===== src/rtl/cluster_buf_pkg.sv =====
// Shared defaults and helpers for the cluster ring buffer.
package cluster_buf_pkg;

    localparam int DEF_NUM_CLUSTERS = 8;
    localparam int DEF_ADDR_W       = 2;
    localparam int DEF_HASH_W       = 8;
    localparam int DEF_DEPTH        = 32;
    localparam int DEF_AFULL_LVL    = DEF_DEPTH - 4;
    localparam int DEF_DROP_W       = 16;

    // Pointer width for a power-of-two depth of at least two.
    function automatic int ptr_width(input int depth);
        return $clog2(depth);
    endfunction

endpackage


===== src/rtl/sat_counter.sv =====
// Saturating up-counter; sticks at all ones once reached.
module sat_counter #(
    parameter int WIDTH = 16
) (
    input  logic             clk,
    input  logic             reset,
    input  logic             inc,
    output logic [WIDTH-1:0] value
);

    always_ff @(posedge clk) begin
        if (reset) begin
            value <= '0;
        end else if (inc && (value != {WIDTH{1'b1}})) begin
            value <= value + WIDTH'(1);
        end
    end

endmodule


===== src/rtl/cluster_ring_buffer.sv =====
// Ring buffer of cluster bitmaps with in-place head update, retire reporting
// and a saturating counter of rejected pushes.
module cluster_ring_buffer
    import cluster_buf_pkg::*;
#(
    parameter int NUM_CLUSTERS = DEF_NUM_CLUSTERS,
    parameter int ADDR_W       = DEF_ADDR_W,
    parameter int HASH_W       = DEF_HASH_W,
    parameter int DEPTH        = DEF_DEPTH,
    parameter int AFULL_LVL    = DEPTH - 4,
    parameter int DROP_W       = DEF_DROP_W,
    localparam int PTR_W       = ptr_width(DEPTH),
    localparam int CNT_W       = PTR_W + 1
) (
    input  logic                    clk,
    input  logic                    reset,
    input  logic                    flush,
    input  logic                    in_valid,
    output logic                    in_ready,
    input  logic [NUM_CLUSTERS-1:0] in_bitmap,
    input  logic [ADDR_W-1:0]       in_addr,
    input  logic [HASH_W-1:0]       in_hash,
    output logic                    head_valid,
    output logic [NUM_CLUSTERS-1:0] head_bitmap,
    output logic [ADDR_W-1:0]       head_addr,
    output logic [HASH_W-1:0]       head_hash,
    input  logic [NUM_CLUSTERS-1:0] upd_bitmap,
    input  logic                    zero,
    input  logic                    suspect,
    output logic                    retire_valid,
    output logic                    retire_suspect,
    output logic [ADDR_W-1:0]       retire_addr,
    output logic [HASH_W-1:0]       retire_hash,
    output logic [CNT_W-1:0]        count,
    output logic                    almost_full,
    output logic [DROP_W-1:0]       drop_count
);

    localparam logic [CNT_W-1:0] DEPTH_CNT = CNT_W'(DEPTH);
    localparam logic [CNT_W-1:0] AFULL_CNT = CNT_W'(AFULL_LVL);

    logic [NUM_CLUSTERS-1:0] bitmap_mem [DEPTH];
    logic [ADDR_W-1:0]       addr_mem   [DEPTH];
    logic [HASH_W-1:0]       hash_mem   [DEPTH];

    logic [PTR_W-1:0] head_ptr;
    logic [PTR_W-1:0] tail_ptr;
    logic             pop;
    logic             push;
    logic             drop_inc;

    assign head_valid  = (count != '0);
    assign pop         = head_valid & (zero | suspect);
    assign in_ready    = !flush & ((count < DEPTH_CNT) | pop);
    assign push        = in_valid & in_ready;
    assign drop_inc    = in_valid & !in_ready & !flush;
    assign almost_full = (count >= AFULL_CNT);

    assign head_bitmap = bitmap_mem[head_ptr];
    assign head_addr   = addr_mem[head_ptr];
    assign head_hash   = hash_mem[head_ptr];

    // When full with a pop, tail equals head: the push write below is the only
    // write to that slot because the in-place update is suppressed by the pop.
    always_ff @(posedge clk) begin
        if (reset) begin
            head_ptr       <= '0;
            tail_ptr       <= '0;
            count          <= '0;
            retire_valid   <= 1'b0;
            retire_suspect <= 1'b0;
            retire_addr    <= '0;
            retire_hash    <= '0;
            for (int i = 0; i < DEPTH; i++) begin
                bitmap_mem[i] <= '0;
                addr_mem[i]   <= '0;
                hash_mem[i]   <= '0;
            end
        end else if (flush) begin
            head_ptr     <= '0;
            tail_ptr     <= '0;
            count        <= '0;
            retire_valid <= 1'b0;
        end else begin
            retire_valid <= pop;
            if (pop) begin
                retire_suspect <= suspect;
                retire_addr    <= addr_mem[head_ptr];
                retire_hash    <= hash_mem[head_ptr];
                head_ptr       <= head_ptr + PTR_W'(1);
            end else if (head_valid) begin
                bitmap_mem[head_ptr] <= upd_bitmap;
            end
            if (push) begin
                bitmap_mem[tail_ptr] <= in_bitmap;
                addr_mem[tail_ptr]   <= in_addr;
                hash_mem[tail_ptr]   <= in_hash;
                tail_ptr             <= tail_ptr + PTR_W'(1);
            end
            if (push && !pop) begin
                count <= count + CNT_W'(1);
            end else if (pop && !push) begin
                count <= count - CNT_W'(1);
            end
        end
    end

    sat_counter #(
        .WIDTH (DROP_W)
    ) u_drop_counter (
        .clk   (clk),
        .reset (reset),
        .inc   (drop_inc),
        .value (drop_count)
    );

endmodule


===== config.mk =====
export PLATFORM = sky130hd
export DESIGN_NAME = cluster_ring_buffer
export DESIGN_NICKNAME = d
export VERILOG_FILES = /design/src/rtl/cluster_buf_pkg.sv /design/src/rtl/sat_counter.sv /design/src/rtl/cluster_ring_buffer.sv
export SDC_FILE = /design/constraint.sdc
export NUM_CORES = 1
export LEC_CHECK = 0
export BUFFER_PORTS_ARGS = -buffer_cell sky130_fd_sc_hd__buf_2
export CORE_UTILIZATION = 45
export CTS_CLUSTER_SIZE = 25
export DETAILED_ROUTE_END_ITERATION = 8
export SLEW_MARGIN = 20
export SYNTH_ARGS = -nofsm -noshare
export SYNTH_HDL_FRONTEND = slang
export SYNTH_SLANG_ARGS = --single-unit

===== constraint.sdc =====
create_clock -name clk -period 4.2 [get_ports clk]
set_input_delay 0.21 -clock clk [delete_from_list [all_inputs] [get_ports clk]]
set_output_delay 0.21 -clock clk [all_outputs]
set_load 0.01 [all_outputs]

==> results, run 1 <==
- The flow ran to the end, and the final reports show no timing, DRC or antenna violations.
- The number of placement rows is 95.
- The areal power density over the cells is 465 mW/mm2.
- Summing all non-filler instances in the final layout gives an area of 0.0343 mm2.
- The number of buffers added on ports is 86.
- The synthesized design contains 625 register bits.
- The final cell count without fillers is 3593.
- The logic depth of the worst register-to-register path is 13.
- The largest stage delay on the critical path is 0.79 ns.
- For this run, global-route usage on met1 was measured as 0.337.
- In this run the standard cell core region covers 0.0675 mm2.
- In the routed layout, each cell is associated on average with a via count of 5.72.
- The layout has 5821 filler cells.
- STA puts the critical path data required time at 3.99 ns.
- In the finished design, the share of the clock period the worst path needs comes to 0.818.
- The routed design has 87.3 mm of wire.
- Walking the worst path, the cells encountered are buf_4, buf_4, mux2_2, o21ai_1, a211oi_1, a211o_1, buf_2.
- After legalization and detailed placement, the total HPWL measured 55.1 mm.
- Setup violations remaining at the end of the flow were counted as 0.
- The CTS tree is built.
- The library cell with the highest instance count after synthesis is edfxtp_1.
- The global-route total usage across every layer is 0.252.
- Clock skew on the completed layout was measured at 0.0148 ns.
- The commonest cells after synthesis are edfxtp_1 (576), nand2_1 (557), and2_1 (325), o21ai_0 (216), clkbuf_1 (184).
- For this run, the number of Yosys warnings is 0.
- The remaining antenna violation count after routing is 0.
- The hold-critical path endpoint is tail_ptr[1].
- 87 I/O pins were placed.
- The maximum number of pins on one net before global-route repair is 65.
- The worst register-to-register path begins at count[1].
- For this run, the share of the core covered by cells in the final layout is 0.508.
- Routability-driven placement finished with a final weighted congestion of 0.856.
- The post-synth net total is 2711.
- Measured along the x axis, the die boundary spans 264 um.
- The post-cts sizing count is 0.
- The clock sink count is 625.
- The post-synthesis cell type with the largest combined area is edfxtp_1.
- The worst setup path is captured at an output port.
- The ratio of cells with drive above 1 in the final layout is 0.147.
- The end of the worst register-to-register path is count[4].
- met2 is the most crowded layer.
- The number of global-route vias before repair is 20.1k.
- Across the run, the number of max-cap violations was 0.
- The worst relative slew slack is 0.234.
- The count of inserted antenna diode cells is 0.
- The cell area after placement is 0.0320 mm2.
- The number of clock buffers added by TritonCTS is 68.
- The count of endpoints failing hold in the final timing report is 0.
- The minimum period implied by the final worst setup slack is 3.44 ns.
- In the final routed layout, each cell accounts on average for 24.3 um.
- The fraction of met3 tracks used by global routing is 0.0401.
- The initial utilization of the core area, before any placement, comes to 0.457.
- The routed layout has 20.6k vias.
- The kind of critical path is reg2out.
- The post-placement cell count is 3467.
- The final layout contains 2713 nets.
- In this run the cell area of the synthesized design comes to 0.0308 mm2.
- The cell repeated most along the worst path is buf_4.
- The number of antenna violations at the first check in global routing is 1.
- The async set or reset register ratio after synthesis is 0.
- The critical hold path startpoint is in_valid.
- Yosys attributes the largest share of cell area to edfxtp_1 (56%), nand2_1 (6.8%), and2_1 (6.6%), mux4_2 (5.8%), mux2i_1 (4.9%).
- In this run, the number of DRC markers left after iteration 0 of detailed routing was 2081.
- The worst-case clock buffer depth is 3.
- Data arrives at the worst endpoint at 3.23 ns.
- The average footprint of a synthesized cell is 11.6 um2.
- Among all stages on the critical path, the largest delay is contributed by dfxtp_4.
- The met2 usage in global routing is 0.410.
- The slack of the worst reg-to-reg path is 1.17 ns.
- The design draws 15900 uW.
- After detailed routing, the number of remaining DRC violations is 0.
- For the pin with the worst max-slew slack, the measured transition is 1.15 ns.
- The first detailed-routing pass took 7 iterations.
- The proportion of synthesized chip area in sequential cells is 0.593.
- For this design the static power due to leakage is 0.0115 uW.
- The largest driver fanout on the critical path is 42.
- The H-tree depth reported by CTS is 3.
- Setup repair after global routing left no endpoint under its margin.
- Of the post-synthesis cell area, the dominant cell type holds 0.561.
- The tree is rooted in a clkbuf_16.
- For this run, the top clock speed supported by timing is 291 MHz.
- Counting every instance in the synthesized netlist gives 2664.
- The dominant register cell in the synthesized netlist is edfxtp_1.
- The class of the most critical hold timing path is in2reg.
- The final total negative setup slack is 0 ns.
- For this run the aggregate overflow at the end of global routing stands at 0.
- The area of the die is 0.0695 mm2.
- The area growth from synthesis to layout is 11.3%.
- The cell depth of the worst min-delay path is 4.
- The largest vdd supply drop is 0.379 mV.
- The count of flip-flops with a built-in enable after synthesis is 576.
- The clock reaches the later pin of the worst-skew pair after 0.60 ns.
- The global-route wire length before repair is 129 mm.
- The clock transition at the registers of the reported paths is 0.06 ns.
- The critical path launch point type is a flop.
- The die extent in y is 264 um.
- The max-slew violation count is 0.
- The number of different library cells in the post-synthesis netlist is 50.
## kinds of logic after synthesis
logic type	share of synthesized area
buf+inv	0.0308
compound gates	0.0763
flops	0.593
fa+ha+maj	0.00633
simple gates	0.171
mux	0.114
xor+xnor	0.00767
## worst max path at each step
stage / from / to / cells past startpoint
2_1_floorplan: count[1] / count[4] / 13
3_3_place_gp: count[1] / count[5] / 13
3_5_place_dp: count[1] / count[4] / 13
4_1_cts: flop / head_hash[3] / 7
5_1_grt: flop / head_hash[3] / 7
6_report: flop / head_hash[3] / 7
## repair_timing
item / in CTS / in global routing
endpoints found under the hold margin: 1 / 0
setup buffers: 0 / 0
hold buffers: 2 / 0
## layout make-up
type	instances	area, um2	share of cell area
tap	873	1090	0.0318
sequential	625	18300	0.533
clock inverter	34	374	0.0109
multi-input combinational	1804	11600	0.338
clock buffer	90	1900	0.0553
inverter	9	33.8	0.000985
timing repair buffer	158	1030	0.0300
## placed cells by master (no fill, tap or decap), types with 6 or more instances in the layout
master       n
nand2_1    557
or3_1       34
edfxtp_1   576
clkbuf_16   71
and2_1     325
o22ai_1     10
a21oi_1     31
mux2i_1    152
buf_2       85
ha_1        14
a22o_1      20
a211o_1     10
mux2_2      18
mux4_2      80
inv_1        9
buf_4       67
nand4_1      8
bufinv_16    7
o21ai_0    216
a22oi_1     50
clkinv_2     9
xor2_1      18
xnor2_1      9
o21ai_1     53
or2_2       34
nand3b_1     6
clkinv_1    10
clkbuf_1    14
dfxtp_1     47
nor2_1     103
a211oi_1    10
## critical path: cells and delay by family, from the launching register on
kind	cells	cell delay (ns)
muxes	1	0.35
buffers and inverters	3	0.75
DFF	1	0.79
AOI/OAI and AO/OA	3	0.63
## sequential cells by signal, summed over array words and instances (netlist names), named ones only
signal	cells
u_drop_counter.value	16
retire_hash	8
retire_addr	2
hash_mem	256
head_ptr	5
retire_suspect	1
retire_valid	1
tail_ptr	5
bitmap_mem	256
count	6
addr_mem	64
## through the flow
stage | hold slack, ns | setup WS (ns)
after floorplan | 0.346 | 1.44
after global placement | 0.454 | 1.17
after detailed placement | 0.455 | 1.19
after CTS | 0.0122 | 0.726
after global routing | 0.0591 | 0.655
final | 0.0392 | 0.763
## power breakdown
part / switching (uW) / internal, uW
clock: 2490 / 3630
combinational: 1580 / 992
sequential: 174 / 7090
total: 4240 / 11700
## per-layer routing
layer  up-vias  routed length (um)
li1       9481                   -
met1      9933               35600
met2       914               41800
met3       223                6760
met4         2                3140
met5         -                  13
No activity file was read; power rests on OpenSTA's default activity.
==> run 2: changes to the inputs <==
Clock period 4.2 ns to 3.1 ns, I/O delays scaled along.
==> run 2 against run 1 <==
Compared with the run above: die area did not move; sequential share of layout area fell by 0.64 points; first-iteration DRC count fell by 0.67%; critical path depth rose by 1; clock skew rose by 0.0023 ns; routed wire length barely moved; final area rose by 1.2%; via count rose by 1.4%; critical endpoint is now head_hash[2]; largest cell class unchanged.
==> results, run 2 (same netlist as run 1, synthesis figures left out) <==
- The count of nets after finishing came to 2758 (+1.7%).
- The largest registers in the layout are bitmap_mem: 256 flops, hash_mem: 256 flops, addr_mem: 64 flops.
- Dividing the final minimum period by the clock period gives 0.988.
- The H-tree depth reported by CTS is 3 (unchanged).
- The final cell count without fillers came to 3636 (+1.2%).
- The detail-routed net length per standard cell came to 24.0 um (-1.2%).
- The cell depth of the worst min-delay path was 5 (+1).
- The cell family contributing the most delay on the critical path is compound AO/OA/AOI/OAI gates.
- The minimum period implied by the final worst setup slack is 3.06 ns.
- The measured slew at the worst slew-check pin is 1.12 ns (-0.0303 ns).
- The largest driver fanout on the critical path came to 28 (-33%).
- The hold-critical path endpoint is tail_ptr[1].
- On the critical path, the stage with the largest delay is an instance of dfxtp_4.
- The number of vias in the routed layout is 20.8k (+1.4%).
- The global-route wire length before repair is 130 mm (+1.1%).
- Relative to the synthesized area, the layout overhead comes to 12.7%.
- The worst relative slew slack is 0.254 (+0.0202).
- The starting density of the core is 0.457 (unchanged).
- The buffer cell driving the clock tree root is clkbuf_16.
- The DRC violation total after the first TritonRoute iteration is 2067 (-0.67%).
- The final worst clock skew is 0.0171 ns (+0.00225 ns).
- The count of unresolved DRC violations after routing is 0 (unchanged).
- Setup repair after global routing left no endpoint under its margin.
- The number of filler cells placed in the layout was 5733 (-1.5%).
- The max-slew violation count was 0 (unchanged).
- The number of placement rows is 95 (unchanged).
- The post-placement cell count was 3507 (+1.2%).
- The largest stage delay on the critical path was 0.41 ns (-0.38 ns).
- The total congestion overflow after global routing is 0 (unchanged).
- The startpoint of the worst-slack reg-to-reg timing path is count[5].
- The power consumption is 21800 uW (+37%).
- The area of the die is 0.0695 mm2 (unchanged).
- The critical path buffer and inverter count is 3 (unchanged).
- The number of buffers created by CTS came to 69 (+1.5%).
- The final RePlAce weighted congestion is 0.880 (+2.8%).
- The final total negative setup slack is 0 ns (unchanged).
- The worst-case clock buffer depth is 3 (unchanged).
- The die extent in y was 264 um (unchanged).
- The count of inserted antenna diode cells came to 0 (unchanged).
- The clock sink count was 625 (unchanged).
- The slack of the worst reg-to-reg path is 0.30 ns (-0.87 ns).
- The class of the most critical hold timing path is in2reg.
- The number of global-route vias before repair is 20.3k (+0.95%).
- In the layout the commonest cells are edfxtp_1 (576), nand2_1 (557), and2_1 (325), o21ai_0 (216), mux2i_1 (152).
- The total leakage power is 0.0118 uW (+2.2%).
- For this run, the top clock speed supported by timing is 326 MHz.
- The startpoint identified for the worst hold timing path is flush.
- The logic depth of the worst register-to-register path came to 11 (-2).
- Leaving out fill and tap cells, the most frequent cell in the layout is edfxtp_1.
- The data arrival time at the worst-slack endpoint is 2.91 ns (-0.32 ns).
- The data required time at the worst endpoint is 2.94 ns (-1.05 ns).
- The detailed-router iteration count before antenna repair is 5 (-2).
- The core area is 0.0675 mm2 (unchanged).
- The ratio of cells with drive above 1 in the final layout is 0.162 (+0.0147).
- The count of endpoints failing hold in the final timing report was 0 (unchanged).
- The die span in x is 264 um (unchanged).
- The total of max-cap violations is 0 (unchanged).
- The clock transition at the registers of the reported paths is 0.06 ns (about the same).
- The endpoint class of the critical path is an output port.
- The global-route total usage across every layer is 0.252 (+0.000525).
- The critical path goes through buf_12, buf_16, mux2i_1, a22oi_1, o21ai_0, a211oi_1, a211o_1, buf_2.
- The post-detailed-routing wire length is 87.4 mm (about the same).
- The number of failing setup endpoints in the final timing report is 0 (unchanged).
- The final HPWL from detailed placement is 55.5 mm (+0.70%).
- STA classifies the critical path startpoint as a flop.
- The maximum number of pins on one net before global-route repair came to 75 (+15%).
- The clock latency on the worst-skew pair is 0.61 ns (about the same).
- The number of top-level design ports was 87 (unchanged).
- The end of the worst register-to-register path is count[5].
- The number of buffers added on ports is 86 (unchanged).
- The kind of critical path is reg2out.
- The areal power density over the cells is 628 mW/mm2 (+35%).
- TritonCTS built the clock tree.
- The flow ran to the end, and the final reports show no timing, DRC or antenna violations.
- The worst hold slack across all endpoints is 0.137 ns (+0.0981 ns).
- The largest vdd supply drop is 0.731 mV (+93%).
- The remaining antenna violation count after routing is 0 (unchanged).
- The number of antenna violations at the first check in global routing is 1 (unchanged).
- The number of vias per cell after detailed routing is 5.73 (+0.18%).
## run 2: tightest hold or removal path, cell delays in order
cell,delay (ns)
buf_2,0.12
nand2b_1,0.16
nor2_1,0.12
nand2_1,0.09
a21oi_1,0.05
## run 2: how the worst max path moves through the flow
stage | from | to | slack (ns) | cells after the start
6_report | flop | head_hash[2] | 0.04 | 8
5_1_grt | flop | head_hash[7] | 0.002 | 8
4_1_cts | flop | head_hash[7] | 0.01 | 8
3_5_place_dp | count[1] | count[4] | 0.33 | 13
3_3_place_gp | count[5] | count[5] | 0.35 | 11
2_1_floorplan | count[1] | count[4] | 0.34 | 13
## run 2: metrics by stage
stage	area (um2)	utilization	setup WS, ns
final	34700	0.514	0.0366
after floorplan	30800	-	0.337
after global routing	34700	0.514	0.00190
after global placement	32400	0.479	0.354
after detailed placement	32400	0.479	0.330
after CTS	34700	0.514	0.0129
## run 2: where the power goes
part	internal, uW	switching (uW)	total [uW]
logic	1480	2250	3730
registers	9610	214	9820
clock network	4830	3410	8240
total	15900	5880	21800
## run 2: metal layers
metal / GRT usage / wire (um) / vias up
li1: - / - / 9560
met4: 0.0844 / 2300 / 0
met5: 0 / 0 / -
met1: 0.341 / 36000 / 10200
met2: 0.415 / 42100 / 884
met3: 0.0389 / 6950 / 143
## run 2: final cells by class
cell class                 count  area [um2]  share of cell area
sequential                   625       18300               0.526
tap                          873        1090              0.0314
multi-input combinational   1804       11600               0.335
timing repair buffer         202        1460              0.0420
inverter                       9        33.8            0.000973
clock buffer                  89        1900              0.0546
clock inverter                34         345             0.00994
## run 2: repair_timing
action	CTS	global route
endpoints found under the hold margin	2	0
endpoints found under the setup margin	18	8
resized for setup	6	6
cloned	1	0
setup buffers	0	0
pin swaps	0	0
hold buffers	5	0
==> run 3: changes to the inputs <==
Settings changed: PLACE_DENSITY_LB_ADDON set to 0.3.
==> run 3 against run 2 <==
Compared with the run above: critical path depth fell by 3; largest power group unchanged; largest cell class unchanged; combinational power barely moved; clock skew rose by 0.016 ns; non-clock buffer count rose by 13.
==> results, run 3 (same netlist as run 1, synthesis figures left out) <==
- The run finished with clean final reports.
- The kind of critical path is reg2out.
- The worst setup slack after placement is 0.147 ns (-0.183 ns).
- The number of vias per cell after detailed routing is 5.77 (+0.67%).
- The switching part of the total is 0.269 (-0.000832).
- The number of top-level design ports is 87 (unchanged).
- The count of inserted antenna diode cells is 0 (unchanged).
- In the final layout, the registers with the most flip-flops are bitmap_mem: 256 flops, hash_mem: 256 flops, addr_mem: 64 flops.
- The worst-case clock buffer depth is 3 (unchanged).
- The number of vias in the routed layout is 21.0k (+0.61%).
- In this run the worst setup path terminates at head_bitmap[1].
- The count of unresolved DRC violations after routing was 0 (unchanged).
- The number of buffers added on ports is 86 (unchanged).
- The buffer cell driving the clock tree root is clkbuf_16.
- The worst hold path belongs to the class in2reg.
- The clock transition at the registers of the reported paths is 0.06 ns (about the same).
- The proportion of power drawn by flip-flops and latches came to 0.469 (+0.018).
- The number of failing setup endpoints in the final timing report is 0 (unchanged).
- The areal power density over the cells was 605 mW/mm2 (-3.5%).
- The DRC violation total after the first TritonRoute iteration is 2188 (+5.9%).
- The data required time at the worst endpoint was 2.94 ns (about the same).
- The combinational share of power came to 0.177 (+0.006).
- The die span in x came to 264 um (unchanged).
- The number of buffers created by CTS came to 61 (-12%).
- The final worst-path setup slack is 0.0452 ns (+0.00853 ns).
- The logic depth of the worst register-to-register path is 13 (+2).
- The number of antenna violations at the first check in global routing is 2 (+1).
- The max-slew violation count was 0 (unchanged).
- The worst register-to-register path ends at count[5].
- The count of endpoints failing hold in the final timing report is 0 (unchanged).
- The part of the power in the clock network is 0.354 (-0.024).
- The core area is 0.0675 mm2 (unchanged).
- The slack of the worst reg-to-reg path is 0.19 ns (-0.11 ns).
- The detail-routed net length per standard cell was 23.0 um (-4.3%).
- The growth of design area from synthesis to finish is 12.3%.
- The die extent in y is 264 um (unchanged).
- The global-route total usage across every layer was 0.238 (-0.0137).
- The maximum number of pins on one net before global-route repair is 54 (-28%).
- The data arrival time at the worst-slack endpoint is 2.90 ns (about the same).
- The detailed-router iteration count before antenna repair came to 5 (unchanged).
- The internal power summed over all cells was 15300 uW (-3.8%).
- Setup repair after global routing could not meet its margin everywhere.
- The CTS tree is built.
- In this run the critical register-to-register path is launched from count[1].
- The switching power is 5630 uW (-4.2%).
- The H-tree depth reported by CTS was 2 (-1).
- The count of nets after finishing came to 2763 (+0.18%).
- The largest driver fanout on the critical path came to 12 (-57%).
- STA classifies the critical path startpoint as a flop.
- The total congestion overflow after global routing is 0 (unchanged).
- The endpoint class of the critical path is an output port.
- The final cell count without fillers is 3634 (-0.055%).
- The measured slew at the worst slew-check pin came to 1.02 ns (-0.101 ns).
- The global-route wire length before repair is 125 mm (-3.9%).
- The clock latency on the worst-skew pair is 0.64 ns (+0.03 ns).
- The remaining antenna violation count after routing is 0 (unchanged).
- Leaving out fill and tap cells, the most frequent cells in the layout are edfxtp_1 (576), nand2_1 (557), and2_1 (325), o21ai_0 (216), mux2i_1 (152).
- The starting density of the core is 0.457 (unchanged).
- The area of the die came to 0.0695 mm2 (unchanged).
- The largest vdd supply drop was 0.762 mV (+4.3%).
- The final RePlAce weighted congestion is 0.846 (-3.9%).
- The post-route fraction of the period consumed by the critical path is 0.985 (-0.00275).
- The post-detailed-routing wire length was 83.5 mm (-4.4%).
- The final HPWL from detailed placement is 54.0 mm (-2.7%).
- The final worst clock skew is 0.0333 ns (+0.0163 ns).
- The number of placement rows was 95 (unchanged).
- The worst relative slew slack is 0.319 (+0.0647).
- The minimum period implied by the final worst setup slack is 3.05 ns (-0.00853 ns).
- Leaving out fill and tap cells, the most frequent cell in the layout is edfxtp_1.
- The total of max-cap violations is 0 (unchanged).
- The number of global-route vias before repair came to 20.5k (+1.0%).
- The total leakage power was 0.0117 uW (-0.56%).
- The peak clock frequency supported by timing is 327 MHz (+0.28%).
- The post-placement cell count is 3511 (+0.11%).
- The ratio of cells with drive above 1 in the final layout is 0.162 (about the same).
- The clock sink count came to 625 (unchanged).
run 3: how the worst min path moves through the flow:
stage	slack, ns	startpoint	depth (start not counted)	end
final	0.1	flush	5	tail_ptr[1]
after global routing	0.13	reset	4	tail_ptr[1]
after CTS	0.07	flush	5	tail_ptr[1]
after detailed placement	0.45	suspect	3	retire_suspect
after global placement	0.45	suspect	3	retire_suspect
after floorplan	0.29	suspect	2	retire_suspect
run 3: power groups by stage:
stage,combinational [uW],sequential [uW],clock (uW)
finish,3720,9820,7410
global route,3940,9860,7770
floorplan,2330,9940,0
CTS,3690,9820,7480
global placement,3530,9990,0
detailed placement,3580,10000,0
run 3: final cells by class:
class | instances | area [um2]
clock inverter | 30 | 290
inverter | 9 | 33.8
sequential | 625 | 18300
timing repair buffer | 215 | 1610
multi-input combinational | 1804 | 11600
fill | 5710 | 32900
tap | 873 | 1090
clock buffer | 78 | 1670
run 3: timing repair:
action / 4_1_cts / 5_1_grt
endpoints found under the hold margin: 2 / 0
setup endpoints to repair: 16 / 8
hold buffers: 5 / 0
resized for setup: 2 / 4
gates cloned: 1 / 0
buffers inserted: 3 / 6
run 3: routing by layer:
metal | up-vias | global-route usage | part of all wire
met5 | - | 0 | 0
met4 | 0 | 0.0816 | 0.032
met3 | 168 | 0.0358 | 0.075
met2 | 898 | 0.404 | 0.49
met1 | 10300 | 0.313 | 0.40
li1 | 9574 | - | -
run 3: critical path, cell delays in order, from the launching register on:
cell	delay [ns]
dfxtp_4	0.44
bufbuf_16	0.33
mux4_2	0.56
mux4_2	0.51
mux2_2	0.29
buf_2	0.14
run 3: per-stage QoR:
step | setup TNS (ns) | area (um2) | power, uW | hold WS [ns] | utilization
after floorplan | 0 | 30800 | 12300 | 0.291 | -
after global placement | 0 | 32500 | 13500 | 0.450 | 0.481
after detailed placement | 0 | 32500 | 13600 | 0.447 | 0.481
after CTS | 0 | 34500 | 21000 | 0.0667 | 0.512
after global routing | -0.00500 | 34600 | 21600 | 0.134 | 0.513
final | 0 | 34600 | 21000 | 0.0988 | 0.513
